**src/rtl/fifo_burst_writer.sv**
```systemverilog
// Producer burst engine: writes BURST_LEN patterned words (SEED*i+1) into a FIFO, first write the cycle after START.
// Stalls with data held while I_FULL is high; DONE pulses the cycle after the last commit or after an abort.
module fifo_burst_writer #(
  parameter int DATA_WIDTH = 8,
  parameter int MAX_BURST  = 1024,
  parameter int CNT_WIDTH  = $clog2(MAX_BURST + 1),
  parameter int IDLE_WIDTH = 4
) (
  input  logic                  PROD_CLK,
  input  logic                  RST,
  input  logic                  START,
  input  logic                  ABORT,
  input  logic [CNT_WIDTH-1:0]  BURST_LEN,
  input  logic [IDLE_WIDTH-1:0] WR_IDLE,
  input  logic [DATA_WIDTH-1:0] SEED,
  input  logic                  I_FULL,
  output logic                  O_WR_EN,
  output logic [DATA_WIDTH-1:0] O_DATA,
  output logic                  BUSY,
  output logic                  DONE,
  output logic [CNT_WIDTH-1:0]  WR_COUNT,
  output logic [DATA_WIDTH-1:0] CHECKSUM
);

  localparam logic [CNT_WIDTH-1:0]  MAX_LEN  = CNT_WIDTH'(MAX_BURST);
  localparam logic [CNT_WIDTH-1:0]  CNT_ONE  = CNT_WIDTH'(1);
  localparam logic [IDLE_WIDTH-1:0] IDLE_ONE = IDLE_WIDTH'(1);
  localparam logic [DATA_WIDTH-1:0] DATA_ONE = DATA_WIDTH'(1);

  typedef enum logic [1:0] {S_IDLE, S_WRITE, S_GAP, S_FINISH} state_t;

  state_t                state_q;
  logic [CNT_WIDTH-1:0]  len_q;
  logic [CNT_WIDTH-1:0]  wr_count_q;
  logic [IDLE_WIDTH-1:0] idle_q;
  logic [IDLE_WIDTH-1:0] gap_cnt_q;
  logic [DATA_WIDTH-1:0] seed_q;
  logic [DATA_WIDTH-1:0] data_q;
  logic [DATA_WIDTH-1:0] checksum_q;
  logic                  busy_q;
  logic                  done_q;

  logic [CNT_WIDTH-1:0]  start_len;
  logic                  wr_en;
  logic                  last_word;

  assign start_len = (BURST_LEN > MAX_LEN) ? MAX_LEN : BURST_LEN;
  // Abort masks the write in the same cycle so no word is committed on the abort edge.
  assign wr_en     = (state_q == S_WRITE) && !I_FULL && !ABORT;
  assign last_word = (wr_count_q + CNT_ONE) == len_q;

  always_ff @(posedge PROD_CLK) begin
    if (RST) begin
      state_q    <= S_IDLE;
      len_q      <= '0;
      wr_count_q <= '0;
      idle_q     <= '0;
      gap_cnt_q  <= '0;
      seed_q     <= '0;
      data_q     <= '0;
      checksum_q <= '0;
      busy_q     <= 1'b0;
      done_q     <= 1'b0;
    end else begin
      done_q <= 1'b0;
      case (state_q)
        S_IDLE: begin
          if (START) begin
            len_q      <= start_len;
            idle_q     <= WR_IDLE;
            seed_q     <= SEED;
            wr_count_q <= '0;
            checksum_q <= '0;
            data_q     <= DATA_ONE;
            busy_q     <= 1'b1;
            if (start_len == '0) begin
              state_q <= S_FINISH;
              done_q  <= 1'b1;
            end else begin
              state_q <= S_WRITE;
            end
          end
        end
        S_WRITE: begin
          if (ABORT) begin
            state_q <= S_FINISH;
            done_q  <= 1'b1;
          end else if (wr_en) begin
            wr_count_q <= wr_count_q + CNT_ONE;
            checksum_q <= checksum_q + data_q;
            data_q     <= data_q + seed_q;
            if (last_word) begin
              state_q <= S_FINISH;
              done_q  <= 1'b1;
            end else if (idle_q != '0) begin
              state_q   <= S_GAP;
              gap_cnt_q <= idle_q;
            end
          end
        end
        S_GAP: begin
          if (ABORT) begin
            state_q <= S_FINISH;
            done_q  <= 1'b1;
          end else if (gap_cnt_q <= IDLE_ONE) begin
            state_q <= S_WRITE;
          end else begin
            gap_cnt_q <= gap_cnt_q - IDLE_ONE;
          end
        end
        S_FINISH: begin
          state_q <= S_IDLE;
          busy_q  <= 1'b0;
        end
        default: begin
          state_q <= S_IDLE;
          busy_q  <= 1'b0;
        end
      endcase
    end
  end

  assign O_WR_EN  = wr_en;
  assign O_DATA   = data_q;
  assign BUSY     = busy_q;
  assign DONE     = done_q;
  assign WR_COUNT = wr_count_q;
  assign CHECKSUM = checksum_q;

endmodule
```
**config.mk**
```make
export PLATFORM = sky130hd
export DESIGN_NAME = fifo_burst_writer
export DESIGN_NICKNAME = d
export VERILOG_FILES = /design/src/rtl/fifo_burst_writer.sv
export SDC_FILE = /design/constraint.sdc
export NUM_CORES = 1
export LEC_CHECK = 0
export CORE_MARGIN = 1.5
export CORE_UTILIZATION = 59
export CTS_BUF_LIST = sky130_fd_sc_hd__clkbuf_4
export DETAILED_ROUTE_END_ITERATION = 12
export PLACE_DENSITY_LB_ADDON = 0.2
export SLEW_MARGIN = 20
export SYNTH_ARGS = -nofsm -noshare
export SYNTH_HDL_FRONTEND = slang
export SYNTH_SLANG_ARGS = --single-unit
export TNS_END_PERCENT = 10
```
**constraint.sdc**
```tcl
create_clock -name PROD_CLK -period 5.6 [get_ports PROD_CLK]
set_input_delay 0.84 -clock PROD_CLK [delete_from_list [all_inputs] [get_ports PROD_CLK]]
set_output_delay 0.84 -clock PROD_CLK [all_outputs]
set_load 0.1 [all_outputs]
```
==> flow_summary.yaml <==
run_status:
  status: "complete, no violations"
worst_setup_path:
  cp_top_family: "buffers and inverters"
  reg2regPathDepth: 8
  startpoint_type: "primary input"
  cp.depth: 7
  path_cells: "clkdlybuf4s50_1 -> inv_2 -> nand3b_1 -> or2_0 -> buf_4 -> inv_1 -> buf_4"
  worst-path-max-fanout: 16
  end_kind: "output pin"
  cpPeakStageDelay_ns: 0.46
  required_ns: 4.76
  crit_arrival_ns: 2.37
  critPathBufInv: 5
  cp_slowest_cell: "clkdlybuf4s50_1"
  criticalPathCategory: "in2out"
  cp_common_cell: "buf_4"
routing:
  drt_iter0_drc: 231
  drc_errors: 0
  antenna_left: 0
  wire_per_inst_um: 15.08
  routed_wl_um: 7963
  num_vias: 3130
  via_per_inst: 5.928
  drt_pass1_iterations: 4
power:
  power_density_nw_per_um2: 222.6
  netSwitchingPower_mw: 0.2682
  leakage_nw: 1.512
  peakVddDrop_v: 0.0001853
  p_int_mw: 0.6209
  p_seq_share_pct: 50.1
  swShare_pct: 30.17
  p_comb_share_pct: 18.4
  clockPowerShare_pct: 31.5
sta:
  max_freq_mhz: 311.4
  period_needed_ns: 3.211
  finalSetupTns_ns: 0
  clock_skew_ns: 0.01322
  fin_crit_sh_pct: 57.35
  finalMaxSlewViolations: 0
  rsz0062_at_grt: "no"
  timing.final.ws_setup_ns: 2.389
  slew_headroom_pct: 29.70
  hold_slack_ns: 0.4664
  hold_viol: 0
  max_slew.worst_pin.slew_ns: 1.054
  setup_viol: 0
cells_and_area:
  num-fill-cells: 450
  n_antenna_cell: 0
  final_cells: 528
  post-route-util_pct: 73.43
  final_nets: 499
  drive_gt1_share_pct: 6.140
  syn_to_final_growth_pct: 21.00
grt:
  grt_pass1_vias: 2901
  grt_overflow: 0
  antenna_found_initial: 0
  grt_use_met1_pct: 35.46
  grt_max_degree: 58
  grt-busiest-layer: "met2"
  met3_usage_pct: 5.529
  use_met2_pct: 44.61
  grt_pass1_wl_um: 13280
  grt_use_total_pct: 27.63
worst_hold_path:
  hold_path_class: "reg2reg"
  worstHoldPathCells: 2
die:
  num_rows: 27
  die_h_um: 77.80
  die_x_um: 77.80
  core-area_um2: 5439
  initial_utilization_pct: 60.69
  num_io_pins: 58
  dieArea_um2: 6052
yosys:
  synth-seq-cells: 58
  synthesis.instances: 406
  ys.flop_type: "dfxtp_1"
  syn-num-nets: 453
  yosys.area.top_type: "dfxtp_1"
  netlist.area_leader.share_pct: 35.18
  syn-cell-area_um2: 3301
  synth_edf_count: 0
  synth_cell_types: 54
  synth_area_per_cell_um2: 8.130
  yosysSeqAreaShare_pct: 35.18
  synthTopCellsByArea: "dfxtp_1 35%, a21oi_1 6.5%, ha_1 6.4%"
  async_reset_ff_share_pct: 0
  yosys_warnings: 0
clock_tree:
  cts_resized: 0
  cts_tree: "yes"
  clk_latency_ns: 0.40
  clock-sinks: 58
  post-cts-setup-buffers: 0
  cts_root_buf: "clkbuf_4"
  htree_num_levels: 3
  cts_buffers: 9
  holdBufCountCts: 0
  cts.clk_slew.worst_paths_ns: 0.09
  clockBufferDepth: 2
placement:
  dpl.hpwl_um: 5570
  io_buffers: 57
  post-place-cells: 513
  gp_congestion: 0.8886
  pre_cts_slack_ns: 2.409
flow_run:
  cap_violations: 0
==> layout make-up <==
type                       count  area [um2]  area share (%)
timing repair buffer          60       585.6           14.66
multi-input combinational    316        2009           50.31
tap                           72       90.09           2.256
inverter                       7       26.28          0.6579
clock inverter                 5       46.29           1.159
sequential                    58        1161           29.07
clock buffer                  10       75.07           1.880
==> state kept, by name, indices dropped and copies added, names as in the netlist <==
| register | flops |
|---|---|
| CHECKSUM | 8 |
| BUSY | 1 |
| idle_q | 4 |
| state_q | 2 |
| DONE | 1 |
| seed_q | 8 |
| len_q | 11 |
| O_DATA | 8 |
| gap_cnt_q | 4 |
| WR_COUNT | 11 |
==> worst reg2reg max path, cell delays in order, from the launching register on <==
cell       delay [ns]
dfxtp_1          0.51
ha_1             0.34
and2_1           0.25
nand4_1          0.21
xnor2_1          0.22
nand3_1          0.14
a2111oi_4        0.73
a221o_1          0.31
a211oi_2         0.05
==> power groups by stage <==
stage	clock, mW	sequential, mW	combinational (mW)
final	0.280	0.445	0.164
after global routing	0.308	0.448	0.178
after CTS	0.284	0.445	0.163
after detailed placement	0	0.455	0.163
after global placement	0	0.454	0.159
after floorplan	0	0.472	0.0949
==> per-layer routing <==
metal / vias to the layer above / share of wire (%)
met5: - / 0
met4: 0 / 1.8
met3: 14 / 5.2
met2: 87 / 48
met1: 1471 / 45
li1: 1558 / -
==> synth_stat cells, drive strengths merged, types with 2 or more instances <==
| master | number |
|---|---|
| xnor2 | 16 |
| or4 | 2 |
| o21ai | 14 |
| nor3 | 8 |
| nor3b | 2 |
| and3 | 3 |
| fa | 2 |
| nor4 | 5 |
| or2 | 2 |
| o41ai | 2 |
| nand4 | 4 |
| a21oi | 43 |
| o21bai | 2 |
| nand2b | 3 |
| a22oi | 19 |
| nor2 | 43 |
| o311ai | 4 |
| and2 | 2 |
| a211oi | 5 |
| ha | 17 |
| or3 | 4 |
| buf | 5 |
| a31oi | 6 |
| nand4b | 2 |
| nand2 | 55 |
| xor2 | 9 |
| inv | 7 |
| a21o | 6 |
| nor2b | 5 |
| nand3b | 9 |
| dfxtp | 58 |
| nand3 | 9 |
| o211ai | 3 |
| clkbuf | 20 |
==> through the flow <==
stage	area (um2)	total power, mW
floorplan	3301	0.5665
global placement	3872	0.6132
detailed placement	3872	0.6174
CTS	3994	0.8921
global route	3994	0.9342
finish	3994	0.8891
==> cell usage in the layout (no fill, tap or decap), drive strengths merged, types with 3 or more instances in the layout <==
| cell type | n |
|---|---|
| o211ai | 3 |
| nand2 | 55 |
| a22oi | 19 |
| or3 | 4 |
| a211oi | 5 |
| clkinv | 4 |
| nand3 | 9 |
| xor2 | 9 |
| clkbuf | 10 |
| nor4 | 5 |
| clkdlybuf4s50 | 55 |
| o21ai | 14 |
| a21oi | 43 |
| a21o | 6 |
| nand2b | 3 |
| nand3b | 9 |
| ha | 17 |
| nor2b | 5 |
| nor2 | 43 |
| nor3 | 8 |
| and3 | 3 |
| xnor2 | 16 |
| a31oi | 6 |
| dfxtp | 58 |
| inv | 7 |
| nand4 | 4 |
| buf | 5 |
| o311ai | 4 |
==> logic make-up after synthesis <==
logic type,share of synthesized area [%]
compound gates,22.71
xor+xnor,6.634
fa+ha+maj,7.657
buf+inv,3.942
flops,35.18
simple gates,23.88
==> final timing paths <==
check	from	end	slack [ns]
worst max-delay path	ABORT	O_WR_EN	2.39
worst min-delay path	seed_q[4]$_SDFFE_PP0P_	seed_q[4]$_SDFFE_PP0P_	0.47
worst max register to register	WR_COUNT[0]$_SDFFE_PP0P_	gap_cnt_q[2]$_SDFFE_PP0P_	2.72
worst min register to register	seed_q[4]$_SDFFE_PP0P_	seed_q[4]$_SDFFE_PP0P_	0.47
No activity file was read; power rests on OpenSTA's default activity.
